--- config.mk ---
export PLATFORM = sky130hd
export DESIGN_NAME = sound_synth_multi_flat
export DESIGN_NICKNAME = d
export VERILOG_FILES = /design/src/rtl/sound_synth_multi_if.sv /design/src/rtl/sound_synth_multi.sv /design/src/flat_wrapper.sv
export SDC_FILE = /design/constraint.sdc
export NUM_CORES = 1
export LEC_CHECK = 0
export CORE_ASPECT_RATIO = 0.75
export CORE_MARGIN = 3
export CORE_UTILIZATION = 65
export CTS_CLUSTER_DIAMETER = 40
export DETAILED_ROUTE_END_ITERATION = 8
export HOLD_SLACK_MARGIN = 0.15
export PLACE_DENSITY = 0.88
export SLEW_MARGIN = 20
export SYNTH_ARGS = -nofsm -noshare
export SYNTH_HDL_FRONTEND = slang
export SYNTH_SLANG_ARGS = --single-unit
--- constraint.sdc ---
create_clock -name clk -period 9.6 [get_ports clk]
set_input_delay 1.92 -clock clk [delete_from_list [all_inputs] [get_ports clk]]
set_output_delay 1.92 -clock clk [all_outputs]
set_load 0.01 [all_outputs]
--- src/rtl/sound_synth_multi_if.sv ---
// Register-write and audio-output bundle for sound_synth_multi.
// Handshake: wr_en is a one-cycle write strobe with no ready/back-pressure;
// the write is accepted on every rising clk edge where wr_en is high, one
// write per cycle. Outputs are free-running registered values.
interface sound_synth_multi_if #(
  parameter int NUM_CH = 4,
  parameter int FREQ_W = 12,
  parameter int VOL_W  = 4
);
  localparam int CH_W  = (NUM_CH > 1) ? $clog2(NUM_CH) : 1;
  localparam int SUM_W = VOL_W + $clog2(NUM_CH);

  logic              wr_en;
  logic [CH_W:0]     wr_addr;
  logic [FREQ_W-1:0] wr_data;
  logic [NUM_CH-1:0] tone_out;
  logic [SUM_W-1:0]  mix_out;
  logic              signal_out;

  modport master (
    output wr_en, wr_addr, wr_data,
    input  tone_out, mix_out, signal_out
  );

  modport slave (
    input  wr_en, wr_addr, wr_data,
    output tone_out, mix_out, signal_out
  );
endinterface

--- src/rtl/sound_synth_multi.sv ---
// Multi-channel square-wave sound generator: NUM_CH tone channels with
// programmable half-period and volume, a registered weighted-sum mixer and a
// first-order sigma-delta modulator producing a 1-bit audio stream.
// Optional feature macro: SOUND_SYNTH_NOISE_EN turns channel NUM_CH-1 into an
// LFSR noise channel (x^16+x^14+x^13+x^11+1, seed 16'hACE1).
// wr_addr = {channel, sel}; sel=0 writes the half-period, sel=1 the volume.
module sound_synth_multi #(
  parameter int NUM_CH = 4,
  parameter int FREQ_W = 12,
  parameter int VOL_W  = 4,
  parameter int DIV    = 256
) (
  input  logic               clk,
  input  logic               reset,
  sound_synth_multi_if.slave bus
);
  localparam int CH_W  = (NUM_CH > 1) ? $clog2(NUM_CH) : 1;
  localparam int SUM_W = VOL_W + $clog2(NUM_CH);
  localparam int PRE_W = (DIV > 1) ? $clog2(DIV) : 1;
  localparam logic [PRE_W-1:0] PRE_LAST = PRE_W'(DIV - 1);

  // Prescaler
  logic [PRE_W-1:0] pre_q, pre_d;
  logic             tick;

  // Per-channel registers
  logic [NUM_CH-1:0][FREQ_W-1:0] period_q, period_d;
  logic [NUM_CH-1:0][VOL_W-1:0]  vol_q, vol_d;
  logic [NUM_CH-1:0][FREQ_W-1:0] cnt_q, cnt_d;
  logic [NUM_CH-1:0]             tone_q, tone_d;

  // Mixer and sigma-delta
  logic [SUM_W-1:0] mix_q, mix_d;
  logic [SUM_W-1:0] acc_q, acc_d;
  logic             sig_q, sig_d;
  logic [SUM_W:0]   sd_sum;

  // Write address split
  logic [CH_W-1:0] wr_ch;
  logic            wr_sel;

`ifdef SOUND_SYNTH_NOISE_EN
  logic [15:0] lfsr_q, lfsr_d;
  logic        lfsr_fb;
`endif

  assign wr_ch  = bus.wr_addr[CH_W:1];
  assign wr_sel = bus.wr_addr[0];

  // Tick prescaler: count 0..DIV-1, tick on the last count then wrap.
  always_comb begin
    tick  = (pre_q == PRE_LAST);
    pre_d = tick ? '0 : pre_q + 1'b1;
  end

  // Register file writes; channel numbers >= NUM_CH match no slot and are dropped.
  always_comb begin
    period_d = period_q;
    vol_d    = vol_q;
    for (int c = 0; c < NUM_CH; c++) begin
      if (bus.wr_en && (int'(wr_ch) == c)) begin
        if (wr_sel) vol_d[c]    = bus.wr_data[VOL_W-1:0];
        else        period_d[c] = bus.wr_data;
      end
    end
  end

`ifdef SOUND_SYNTH_NOISE_EN
  // Fibonacci feedback taps for x^16+x^14+x^13+x^11+1.
  always_comb begin
    lfsr_fb = lfsr_q[0] ^ lfsr_q[2] ^ lfsr_q[3] ^ lfsr_q[5];
  end
`endif

  // Channel counters: reload and toggle on a zero count, idle while period is 0.
  // The registered period is used, so a write only takes effect at the next reload.
  always_comb begin
    cnt_d  = cnt_q;
    tone_d = tone_q;
    if (tick) begin
      for (int c = 0; c < NUM_CH; c++) begin
        if (period_q[c] == '0) begin
          cnt_d[c]  = '0;
          tone_d[c] = 1'b0;
        end else if (cnt_q[c] == '0) begin
          cnt_d[c]  = period_q[c] - 1'b1;
          tone_d[c] = ~tone_q[c];
        end else begin
          cnt_d[c] = cnt_q[c] - 1'b1;
        end
      end
    end
`ifdef SOUND_SYNTH_NOISE_EN
    // The last channel shifts its LFSR on reload instead of toggling.
    lfsr_d = lfsr_q;
    if (tick && (period_q[NUM_CH-1] != '0) && (cnt_q[NUM_CH-1] == '0)) begin
      lfsr_d             = {lfsr_fb, lfsr_q[15:1]};
      tone_d[NUM_CH-1]   = lfsr_d[0];
    end
`endif
  end

  // Weighted sum of active channels; cannot overflow SUM_W by construction.
  always_comb begin
    mix_d = '0;
    for (int c = 0; c < NUM_CH; c++) begin
      if (tone_q[c]) mix_d = mix_d + SUM_W'(vol_q[c]);
    end
  end

  // First-order sigma-delta: the accumulator carry is the output bit.
  always_comb begin
    sd_sum = {1'b0, acc_q} + {1'b0, mix_q};
    acc_d  = sd_sum[SUM_W-1:0];
    sig_d  = sd_sum[SUM_W];
  end

  // State registers; reset takes priority over a same-cycle write.
  always_ff @(posedge clk) begin
    if (reset) begin
      pre_q    <= '0;
      period_q <= '0;
      vol_q    <= '0;
      cnt_q    <= '0;
      tone_q   <= '0;
      mix_q    <= '0;
      acc_q    <= '0;
      sig_q    <= 1'b0;
`ifdef SOUND_SYNTH_NOISE_EN
      lfsr_q   <= 16'hACE1;
`endif
    end else begin
      pre_q    <= pre_d;
      period_q <= period_d;
      vol_q    <= vol_d;
      cnt_q    <= cnt_d;
      tone_q   <= tone_d;
      mix_q    <= mix_d;
      acc_q    <= acc_d;
      sig_q    <= sig_d;
`ifdef SOUND_SYNTH_NOISE_EN
      lfsr_q   <= lfsr_d;
`endif
    end
  end

  assign bus.tone_out   = tone_q;
  assign bus.mix_out    = mix_q;
  assign bus.signal_out = sig_q;
endmodule

--- src/flat_wrapper.sv ---
// flat-port wrapper written by rule: the top's interface ports become plain ports
module sound_synth_multi_flat 
#(
  parameter int NUM_CH = 4,
  parameter int FREQ_W = 12,
  parameter int VOL_W  = 4,
  parameter int DIV    = 256
)
  (clk, reset, bus_wr_en, bus_wr_addr, bus_wr_data, bus_tone_out, bus_mix_out, bus_signal_out);
  sound_synth_multi_if #(.NUM_CH(NUM_CH), .FREQ_W(FREQ_W), .VOL_W(VOL_W)) bus_i ();
  input  logic clk;
  input  logic reset;
  input wire logic [$bits(bus_i.wr_en)-1:0] bus_wr_en;
  input wire logic [$bits(bus_i.wr_addr)-1:0] bus_wr_addr;
  input wire logic [$bits(bus_i.wr_data)-1:0] bus_wr_data;
  output wire logic [$bits(bus_i.tone_out)-1:0] bus_tone_out;
  output wire logic [$bits(bus_i.mix_out)-1:0] bus_mix_out;
  output wire logic [$bits(bus_i.signal_out)-1:0] bus_signal_out;
  assign bus_i.wr_en = bus_wr_en;
  assign bus_i.wr_addr = bus_wr_addr;
  assign bus_i.wr_data = bus_wr_data;
  assign bus_tone_out = bus_i.tone_out;
  assign bus_mix_out = bus_i.mix_out;
  assign bus_signal_out = bus_i.signal_out;
  sound_synth_multi #(.NUM_CH(NUM_CH), .FREQ_W(FREQ_W), .VOL_W(VOL_W), .DIV(DIV)) u_core (.clk(clk), .reset(reset), .bus(bus_i));
endmodule
# Word-level counts from Yosys, hierarchy flattened
# Cells that the tools add are included.
[op_classes] add_sub_neg=13 eq_ne=4 muxes=20 bitwise=5 reduce_logical=30
[op_table] operator="12-bit logical NOT" n=8
[op_table] operator="12-bit two-way mux" n=8
[op_table] operator="12-bit by 1-bit subtractor with 12-bit output, second input constant" n=8
[op_table] operator="2-bit AND reduction" n=12
[op_table] operator="6-bit two-way mux" n=3
[op_table] operator="6-bit by 4-bit adder with 6-bit output" n=2
[op_table] operator="8-bit by 1-bit adder with 8-bit output, second input constant" n=1
[op_table] operator="8-bit == test, second input constant" n=1
[op_table] operator="1-bit two-way mux" n=8
[op_table] operator="2-bit nonzero test" n=4
[op_table] operator="6-bit by 6-bit adder with 7-bit output" n=1
[op_table] operator="4-bit by 4-bit adder with 5-bit output" n=1
[op_table] operator="1-bit inverter" n=5
[op_table] operator="2-bit == test, second input constant" n=2
[op_table] operator="1-bit logical AND" n=4
[op_table] operator="4-bit two-way mux" n=1
[op_table] operator="2-bit by 1-bit == test with 1-bit output, second input constant" n=1
[op_table] operator="2-bit logical NOT" n=1
[op_table] operator="2-bit OR reduction" n=1
[word_totals] regBits=137 input_bits=18 out_inout_bits=11 word_cells=92

# Logic depth before layout (Yosys ltp)
[logic_depth] word_depth=7 depth_mapped=17 ltp_nobuf=17

# Least setup slack after synthesis
# Ideal clock, no wire load.
[synth_path] path_type="register to register" from="register u_core.tone_q[0], in the netlist u_core.bus.tone_out[0]" to="register u_core.mix_q[5], in the netlist u_core.bus.mix_out[5]" setup_ns=0.117 arrival_time_ns=3.403 required_ns=9.483 slack_ns=6.080 path_stages_with_launch=17 path_buffers=0 synth_period_minus_slack_ns=3.520 cell_sequence="dfxtp_1 and2_1 ha_1 inv_1 fa_1 nor2b_1 nor3b_1 xnor2_1 ha_1 a21oi_1 xnor2_1 mux2_2 ha_1 nor2b_1 o21ai_0 mux2i_1 a22o_1"
[synth_between] elab_chain_len=7
[synth_rtl] element="start: declaration" line_no="sound_synth_multi.sv:30" rtl="logic [NUM_CH-1:0] tone_q, tone_d;"
[synth_rtl] element="start signal: assignment" line_no="sound_synth_multi.sv:137" rtl="tone_q <= tone_d;"
[synth_rtl] element="4-bit two-way mux *" line_no="sound_synth_multi.sv:107" rtl="if (tone_q[c]) mix_d = mix_d + SUM_W'(vol_q[c]);"
[synth_rtl] element="4-bit by 4-bit adder with 5-bit output" line_no="sound_synth_multi.sv:107"
[synth_rtl] element="6-bit two-way mux *" line_no="sound_synth_multi.sv:107"
[synth_rtl] element="6-bit by 4-bit adder with 6-bit output" line_no="sound_synth_multi.sv:107"
[synth_rtl] element="6-bit two-way mux *" line_no="sound_synth_multi.sv:107"
[synth_rtl] element="6-bit by 4-bit adder with 6-bit output" line_no="sound_synth_multi.sv:107"
[synth_rtl] element="6-bit two-way mux *" line_no="sound_synth_multi.sv:107"
[synth_rtl] element="end signal: assignment" line_no="sound_synth_multi.sv:138" rtl="mix_q <= mix_d;"
[synth_rtl] element="end: declaration" line_no="sound_synth_multi.sv:33" rtl="logic [SUM_W-1:0] mix_q, mix_d;"
# Mark *: on every way between the ends. The rest lies on a longest branch, timed or not.
# A chain may end at the register's enable or synchronous reset.

==> flow_summary.json <==
{
  "die_x_um": 129.8,
  "status": "complete, no violations",
  "nNetsFinal": 1012,
  "tritoncts": "done",
  "drc": 0,
  "power_frac_seq_pct": 42.7,
  "root_buffer": "clkbuf_16",
  "intPower_mw": 1.043,
  "wl_per_cell_um": 17.38,
  "drive_gt1_share_pct": 6.224,
  "slew_headroom_pct": 25.65,
  "synth_cells": 960,
  "highest_layer": "met4",
  "hold_viol": 0,
  "setup_viol_count_final": 0,
  "leakagePower_nw": 3.267,
  "grt_pass1_wl_um": 32610,
  "num_vias": 7183,
  "finClkSkew_ns": 0.007305,
  "num_rows": 33,
  "post_cts_resized": 0,
  "core_um2": 11070,
  "synth-compound-area-share_pct": 20.17,
  "m1WireLength_um": 8807,
  "synthXorXnorAreaFrac_pct": 1.876,
  "clk_pin_slew_ns": 0.06,
  "cp-start-kind": "primary input",
  "grt_pass1_vias": 6569,
  "cp-end-kind": "flop",
  "path_class": "primary input to flop",
  "wl_met2_um": 8655,
  "synth_flop_cell": "dfxtp_1",
  "clkSinkCount": 137,
  "cp_top_family": "simple AND/OR/NAND/NOR gates",
  "totalWireLength_um": 19460,
  "fin_cells": 1120,
  "grt-ovfl-total": 0,
  "viasPerCell": 6.413,
  "yosys.area_share.simple_pct": 27.34,
  "antenna_found_initial": 0,
  "crit_fanout": 53,
  "nFillCells": 804,
  "grt_max_degree": 54,
  "hold_slack_ns": 0.4662,
  "start_util_pct": 67.49,
  "ys_ff_latch": 137,
  "period_minus_slack_ns": 4.171,
  "synth-edff-count": 0,
  "period_share_pct": 43.44,
  "synth_cell_types": 72,
  "rsz0062_at_grt": "false",
  "ant_nets": 0,
  "ir_worst_vdd_mv": 0.1311,
  "clockPowerShare_pct": 50.0,
  "netlist_area_um2": 7468,
  "io_pins": 29,
  "cts.path.max_buffers": 2,
  "p_per_area_nw_per_um2": 162.9,
  "dp_hpwl_um": 12610,
  "async_flop_share_pct": 0,
  "antennaDiodeCount": 0,
  "first_pass_iters": 5,
  "routed-wl-met3_um": 1692,
  "fin_tns_setup_ns": 0,
  "synth_top_family_by_area": "simple AND/OR/NAND/NOR gates",
  "clkLatencyLatePin_ns": 0.42,
  "p_sw_mw": 0.3248,
  "dieArea_um2": 12830,
  "area_growth_pct": 12.45,
  "muxShareOfSynthArea_pct": 5.059,
  "switching_share_pct": 23.75,
  "p_comb_share_pct": 7.4,
  "ys_seq_area_share_pct": 36.72,
  "h-tree-depth": 4,
  "finish.instance_area_um2": 8398,
  "drt-initial-drc-count": 749,
  "track_usage_pct": 31.21,
  "min_path_type": "flop to flop",
  "detailed_place.area_um2": 7782,
  "io_buffer_count": 28,
  "setup_ws_ns": 5.429,
  "synth_area_per_cell_um2": 7.780,
  "worst_slew_pin_slew_ns": 1.115,
  "gp_congestion": 0.9299,
  "final_util_pct": 75.89,
  "placed_cells": 1088,
  "final_cell_mix": "145 x nand2_1, 137 x dfxtp_1, 111 x nor2_1, 101 x a21oi_1, 64 x o21ai_0",
  "path_buf_inv": 3,
  "layout.cells.most_common": "nand2_1",
  "cp_slowest_cell": "nand2b_1",
  "yosys_warnings": 0,
  "crit_top_cell": "buf_4",
  "drv_cap": 0,
  "synth_nets": 1005,
  "cp.arrival_ns": 4.43,
  "slew_viol_final": 0,
  "dp_slack_ns": 5.075,
  "ctsHoldBuffers": 0,
  "fin_total_pwr_mw": 1.368,
  "cts_setup_buffers": 0,
  "critPathMaxStageDelay_ns": 0.93,
  "fmax_ghz": 0.2398,
  "synth_fa_ha_area_share_pct": 5.059,
  "cp.required_ns": 9.86,
  "crit_chain": "buf_2, buf_4, buf_4, nand2b_1, nand4_1, a211oi_1, a21oi_1",
  "cts_made_buffers": 17,
  "die_y_um": 98.83
}
-- cell usage after synthesis (all sizes together) (14+ instances only) --
library cell / n / area (µm²)
mux2i: 31 / 310.3
dfxtp: 137 / 2743
nand3: 24 / 120.1
a31oi: 16 / 100.1
nor3: 24 / 130.1
and2: 14 / 87.58
nor2: 112 / 420.4
inv: 24 / 90.09
o21ai: 65 / 325.3
nand2: 145 / 544.3
clkbuf: 38 / 142.6
ha: 23 / 287.8
nor4: 18 / 140.1
a21oi: 102 / 514.2
nand4: 17 / 106.4
-- worst paths after layout --
path / start / endpoint / slack, ns / cells past startpoint
min reg2reg: u_core.pre_q[0] / u_core.pre_q[0] / 0.47 / 1
max reg2reg: u_core.bus.tone_out[0] / u_core.bus.mix_out[5] / 5.51 / 15
min: u_core.pre_q[0] / u_core.pre_q[0] / 0.47 / 1
max: reset / u_core.cnt_q[7] / 5.43 / 7
-- worst register-to-register path: cells and delay by family, from the launching register on --
family	cells	cell delay (ns)
AOI/OAI and AO/OA	5	1.20
adders and majority gates	4	1.42
buffers and inverters	2	0.19
DFF	1	0.49
muxes	2	0.41
and+or+nand+nor	2	0.29
-- cells by family (layout without fill, tap and decap cells) --
logic type      count (synthesis)  in the layout
mux                            37             37
flops                         137            137
fa+ha+maj                      28             28
xor+xnor                       16             16
buf+inv                        71             91
compound gates                249            249
simple gates                  422            422
-- power groups by stage --
stage / registers (mW) / clock network [mW] / logic, mW
2_1_floorplan: 0.593 / 0 / 0.0714
3_3_place_gp: 0.595 / 0 / 0.0953
3_5_place_dp: 0.595 / 0 / 0.0971
4_1_cts: 0.583 / 0.686 / 0.0989
5_1_grt: 0.584 / 0.715 / 0.112
6_report: 0.584 / 0.684 / 0.101
-- per-layer routing --
layer  vias up  track usage, %
met4         0           7.907
li1       3456               -
met2       329           46.81
met1      3365           45.50
met3        33           7.313
met5         -               0
-- sequential cells by signal (all words and copies together) (netlist names) --
| register | count |
|---|---|
| u_core.period_q | 48 |
| u_core.pre_q | 8 |
| u_core.bus.mix_out | 6 |
| u_core.bus.signal_out | 1 |
| u_core.cnt_q | 48 |
| u_core.bus.tone_out | 4 |
| u_core.acc_q | 6 |
| u_core.vol_q | 16 |
-- layout make-up --
| class | instances | area (µm²) | share of cell area, % |
|---|---|---|---|
| inverters | 24 | 90.09 | 1.073 |
| clock buffers | 21 | 470.5 | 5.602 |
| repair buffers | 35 | 327.8 | 3.903 |
| multi-input cells | 752 | 4447 | 52.95 |
| clock inverters | 11 | 145.1 | 1.728 |
| well taps | 140 | 175.2 | 2.086 |
| flip-flops and latches | 137 | 2743 | 32.66 |
No activity file was read; power rests on OpenSTA's default activity.
